**src/rtl/stream_demux2.sv**
```systemverilog
// stream_demux2: 1-to-2 valid/ready stream demultiplexer.
// Each accepted beat is steered by in_sel into one of two private FIFOs.
// The outputs come straight from FIFO state, so out_ready never reaches in_ready.
module stream_demux2 #(
  parameter int WIDTH = 32,
  parameter int DEPTH = 2
) (
  input  logic                       clk,
  input  logic                       rst_n,
  input  logic                       in_valid,
  output logic                       in_ready,
  input  logic                       in_sel,
  input  logic [WIDTH-1:0]           in_data,
  output logic                       out0_valid,
  input  logic                       out0_ready,
  output logic [WIDTH-1:0]           out0_data,
  output logic                       out1_valid,
  input  logic                       out1_ready,
  output logic [WIDTH-1:0]           out1_data,
  output logic [$clog2(DEPTH+1)-1:0] out0_count,
  output logic [$clog2(DEPTH+1)-1:0] out1_count
);

  localparam int PW = (DEPTH > 1) ? $clog2(DEPTH) : 1;
  localparam int CW = $clog2(DEPTH + 1);

  logic [1:0]            ready_vec;
  logic [1:0]            valid_vec;
  logic [1:0]            not_full;
  logic [1:0][WIDTH-1:0] data_vec;
  logic [1:0][CW-1:0]    count_vec;

  assign ready_vec = {out1_ready, out0_ready};

  // Acceptance depends only on the selected FIFO's occupancy, never on the consumers.
  assign in_ready = in_sel ? not_full[1] : not_full[0];

  genvar gi;
  generate
    for (gi = 0; gi < 2; gi++) begin : g_fifo
      localparam logic SEL = (gi == 1);

      logic [WIDTH-1:0] mem [DEPTH];
      logic [PW-1:0]    wr_ptr;
      logic [PW-1:0]    rd_ptr;
      logic [CW-1:0]    count;
      logic             push;
      logic             pop;

      assign push = in_valid && in_ready && (in_sel == SEL);
      assign pop  = valid_vec[gi] && ready_vec[gi];

      // Storage: cleared on reset so the head reads zero while empty after reset.
      always_ff @(posedge clk or negedge rst_n) begin
        if (!rst_n) begin
          for (int i = 0; i < DEPTH; i++) begin
            mem[i] <= '0;
          end
        end else if (push) begin
          mem[wr_ptr] <= in_data;
        end
      end

      // Pointers wrap naturally modulo DEPTH (power of two); count tracks occupancy.
      always_ff @(posedge clk or negedge rst_n) begin
        if (!rst_n) begin
          wr_ptr <= '0;
          rd_ptr <= '0;
          count  <= '0;
        end else begin
          if (push) begin
            wr_ptr <= wr_ptr + PW'(1);
          end
          if (pop) begin
            rd_ptr <= rd_ptr + PW'(1);
          end
          case ({push, pop})
            2'b10:   count <= count + CW'(1);
            2'b01:   count <= count - CW'(1);
            default: count <= count;
          endcase
        end
      end

      assign valid_vec[gi] = (count != '0);
      assign not_full[gi]  = (count != CW'(DEPTH));
      assign data_vec[gi]  = mem[rd_ptr];
      assign count_vec[gi] = count;
    end
  endgenerate

  assign out0_valid = valid_vec[0];
  assign out1_valid = valid_vec[1];
  assign out0_data  = data_vec[0];
  assign out1_data  = data_vec[1];
  assign out0_count = count_vec[0];
  assign out1_count = count_vec[1];

endmodule

```
**config.mk**
```make
export PLATFORM = sky130hd
export DESIGN_NAME = stream_demux2
export DESIGN_NICKNAME = d
export VERILOG_FILES = /design/src/rtl/stream_demux2.sv
export SDC_FILE = /design/constraint.sdc
export NUM_CORES = 1
export LEC_CHECK = 0
export BUFFER_PORTS_ARGS = -buffer_cell sky130_fd_sc_hd__buf_2
export CAP_MARGIN = 15
export CORE_MARGIN = 2
export CORE_UTILIZATION = 35
export DETAILED_ROUTE_END_ITERATION = 7
export PLACE_DENSITY = 0.51
export SLEW_MARGIN = 20
export SYNTH_ARGS = -nofsm -noshare
export SYNTH_HDL_FRONTEND = slang
export SYNTH_SLANG_ARGS = --single-unit
```
**constraint.sdc**
```tcl
create_clock -name clk -period 2.2 [get_ports clk]
set_clock_uncertainty 0.15 [all_clocks]
set_input_delay 0.22 -clock clk [delete_from_list [all_inputs] [get_ports clk]]
set_output_delay 0.22 -clock clk [all_outputs]
set_load 0.03 [all_outputs]
```
# After elaboration in Yosys (flattened, before gate mapping)
# Index checks and enable logic that the tools add are counted.
totals:
  register_bits: 136
  elab_cells: 61
classes:
  n_addsub: 8
  n_lt_le_gt_ge: 6
  eq_ne: 6
  muxes: 15
  n_bitwise: 5
  n_reduce_logical: 11
ops:
  columns: ["cell", "n"]
  rows:
  - ["$mux 32", 8]
  - ["$bwmux 64", 2]
  - ["$demux 32 s1", 2]
  - ["$ge 2x2->1 const B", 4]
  - ["$not 1->2", 4]
  - ["$pmux 2 s2", 2]
  - ["$reduce_bool 2->1", 4]
  - ["$logic_and 1x1->1", 7]
  - ["$add 1x1->1 const B", 4]
  - ["$add 2x1->2 const B", 2]
  - ["$eq 2x1->1 const B", 2]
  - ["$eq 2x2->1 const B", 2]
  - ["$lt 2x1->1 const B", 2]
  - ["$ne 2x2->1 const B", 2]
  - ["$sub 2x1->2 const B", 2]
  - ["$mux 1", 1]
  - ["$not 1->1", 1]

# Logic depth before layout (Yosys ltp)
logic_depth:
  ltp_word: 6
  mapped_depth: 6
  depth_no_buf: 6

# Worst setup path before layout
# No wires, ideal clock.
synth_path:
  kind: "register to register"
  start: "register g_fifo[0].count[0], in the netlist out0_count[0]"
  end: "register g_fifo[0].count[1], in the netlist out0_count[1]"
  setup_time_ns: 0.081
  arrival_time_ns: 1.737
  path_slack_ns: 0.232
  path_stages_with_launch: 6
  path_buffers: 0
  period_less_slack_ns: 1.968
  cell_sequence: "dfrtp_1 or2_2 and2_1 ha_1 nor2_1 xor2_1"
synth_via:
  word_cells_on_any_way: 12
synth_rtl:
  columns: ["element", "line", "text"]
  rows:
  - ["start: declaration", "46", "logic [CW-1:0] count;"]
  - ["start signal: assignment", "78", "2'b10: count <= count + CW'(1);"]
  - ["start signal: assignment", "79", "2'b01: count <= count - CW'(1);"]
  - ["start signal: assignment", "80", "default: count <= count;"]
  - ["$reduce_bool 2->1 *", "85", "assign valid_vec[gi] = (count != '0);"]
  - ["via out0_valid", "14", "output logic out0_valid,"]
  - ["$logic_and 1x1->1 *", "51", "assign pop = valid_vec[gi] && ready_vec[gi];"]
  - ["via g_fifo[0].pop", "48", "logic pop;"]
  - ["$eq 2x1->1 or $eq 2x2->1 (tied branches)", "77", "case ({push, pop})"]
  - ["$pmux 2 s2 or $reduce_bool 2->1 (tied branches)", null, null]
# The timed path passes the listed nets; every way through them passes the cells marked *.
# A chain may end at the register's enable or synchronous reset.

# Worst setup path after layout
layout_path:
  start: "input port in_sel"
  end: "register g_fifo[0].mem[11] (netlist bit)"
layout_via:
  elab_chain_cells: 3
  word_cells_on_any_way: 4
layout_rtl:
  columns: ["element", "line", "text"]
  rows:
  - ["start: declaration", "12", "input logic in_sel,"]
  - ["$mux 1", "36", "assign in_ready = in_sel ? not_full[1] : not_full[0];"]
  - ["$logic_and 1x1->1", "50", "assign push = in_valid && in_ready && (in_sel == SEL);"]
  - ["$logic_and 1x1->1 *", "50", null]
  - ["end signal: indexed assignment", "60", "mem[wr_ptr] <= in_data;"]
  - ["end: declaration", "43", "logic [WIDTH-1:0] mem [DEPTH];"]
# Mark *: on every way between the ends. The rest lies on a longest branch, timed or not.

==> results.toml <==
[place]
gp_congestion = 0.681
place_hpwl_mm = 8.62
placed_cell_area_sq_um = 6880
place_ws_ns = 0.187
port_buffers = 108

[critical_path]
path_cells = "dlygate4sd3_1 > buf_2 > nand2b_1 > or3b_2 > buf_4 > mux2_4"
r2r_setup_slack_ns = 0.19
cp.depth = 6
cp.required_ns = 2.34
cp-end-kind = "register"
start_kind = "input pin"
rr_startpoint = "out0_count[1]"
cp_top_family = "buffers and inverters"
worstSetupPathType = "in2reg"
crit_buf_inv = 3
slowest_delay_ns = 0.53
cp_max_fo = 21
cp.arrival_ns = 2.22
r2r-end = "g_fifo[0].mem[11]"
reg2reg_depth = 4
cp_slowest_cell = "dlygate4sd3_1"

[sta]
worstMarginPinSlew_ns = 0.429
finalHoldViolations = 0
relSlewSlack_pct = 71.4
drv_slew = 0
grt_setup_unrepaired = "false"
setup_tns_ns = 0
period_needed_ns = 2.08
setup_slack_ns = 0.120
setup_violations = 0
fin_crit_sh_pct = 94.5
fmax_mhz = 481

[global_routing]
grt_overflow = 0
antenna_found_initial = 0
grt_pass1_wl_mm = 20.9
grt_pass1_vias = 3885
grt_max_degree = 55
track_usage_pct = 15.3

[clock_tree]
htree_levels = 4
cts_buffers = 17
clk_latency_ns = 0.41
clock_sinks = 136
clockRootBuffer = "clkbuf_16"
cts_tree = "yes"
postCtsSetupBuffers = 0
ctsHoldBuffers = 37
clkTransAtPathRegs_ns = 0.06
clockBufferDepth = 2
cts-resized-gates = 0

[finish]
fin_nets = 579
drive_gt1_share_pct = 62.8
fillers = 1549
antenna_cells = 0
fin_area_sq_um = 7880
synthToLayoutAreaGrowth_pct = 30.7
final_util_pct = 46.2

[synth]
ys_seq_area_share_pct = 56.4
avgSynthCellArea_sq_um = 15.8
synthCells = 381
synth_fp_nets = 421
synth_cell_types = 21
syn_area_sq_um = 6030
ys_seq_elements = 136
synth_warnings = 0

[die]
io_pins = 109
die_x_um = 135
die_y_um = 135
start_util_pct = 35.4
coreArea_sq_um = 17100
rows = 48
die-area_sq_um = 18300

[run_status]
run_status = "finished clean"

[detailed_routing]
drc = 0
postRouteWirelength_mm = 13.1
vias = 3606
ant_nets = 0
wl_per_cell_um = 16.9
viasPerCell = 4.65
drt-initial-drc-count = 105
drt-pass1-iter-count = 4

[power]
p_per_area_nw_per_um2 = 1790
total_power_mw = 14.1
leakagePower_nw = 3.62
ir_drop_uv = 729

[flow_run]
drv_cap = 0

[hold_path]
hold_class = "in2async"
==> worst reg2reg max path, cell delays in order, from the launching register on <==
cell and delay, ns:
dfrtp_1 0.43, nor2b_1 0.19, or3b_2 0.49, buf_4 0.28, mux2_4 0.35
==> flip-flops by register name, indices dropped and copies added, names as in the netlist <==
| signal | flops |
|---|---|
| g_fifo.mem | 128 |
| g_fifo.rd_ptr | 2 |
| g_fifo.wr_ptr | 2 |
| out0_count | 2 |
| out1_count | 2 |
==> metal layers <==
layer  vias up  GRT usage, %  part of all wire [%]
li1       1669             -                     -
met4         0          5.56                   1.2
met2        79          24.9                    49
met3        14          5.01                   5.4
met1      1844          19.1                    44
met5         -             0                     0
==> layout make-up <==
type	instances	area (sq um)	share of cell area, %
timing repair buffer	160	1040	13.2
clock inverter	8	143	1.81
clock buffer	23	488	6.19
multi-input combinational	224	2520	32.0
sequential	136	3410	43.2
tap	225	282	3.57
==> worst max path at each step <==
stage	slack (ns)	start	end
after floorplan	0.23	out0_count[0]	out0_count[1]
after global placement	0.25	out0_count[1]	g_fifo[0].mem[23]
after detailed placement	0.19	out0_count[1]	g_fifo[0].mem[20]
after CTS	0.13	in_sel	g_fifo[0].mem[11]
after global routing	0.07	in_sel	g_fifo[0].mem[18]
final	0.12	in_sel	g_fifo[0].mem[11]
==> stage by stage <==
step	hold slack (ns)	std cells
after detailed placement	0.00893	708
after global routing	0.151	776
after floorplan	-0.226	381
final	0.133	776
after CTS	0.127	776
after global placement	0.00544	708
==> cell families after synthesis <==
group,after synthesis,synth area share [%]
muxes,192,37.7
xor gates and xnor gates,10,1.45
and+or+nand+nor,19,1.95
buffers and inverters,21,1.99
adders and majority gates,2,0.415
AOI/OAI and AO/OA,1,0.0829
DFF,136,56.4
==> power by group <==
group          switching, mW  internal, mW
combinational           3.66          2.97
clock                   1.03          2.01
sequential             0.649          3.79
total                   5.34          8.77
==> cells in the mapped netlist <==
cell	count	area share, %
ha_1	2	0.41
clkbuf_1	8	0.50
mux2_4	30	7.5
and2_1	2	0.21
nand3_1	1	0.083
dfrtp_1	136	56
buf_2	9	0.75
nand2_1	1	0.062
nor3_2	2	0.33
or2_2	2	0.21
xor2_1	4	0.58
nand2b_1	4	0.41
mux2_2	157	29
mux2_1	5	0.93
xnor2_1	6	0.87
buf_6	4	0.75
or3b_1	1	0.15
nor2_1	3	0.19
a21oi_1	1	0.083
nor2b_1	2	0.21
nand4_1	1	0.10
==> layout by cell type (no fill, tap or decap), types with 3 or more instances in the layout <==
cell / n
dlygate4sd3_1: 37
xor2_1: 4
buf_4: 14
bufinv_16: 4
mux2_4: 30
clkinv_2: 3
nand2b_1: 4
dfrtp_1: 134
clkbuf_16: 17
mux2_2: 157
mux2_1: 5
nor2_1: 3
clkbuf_8: 4
xnor2_1: 6
buf_2: 107
Note: power is estimated with default switching activity, not from simulation.
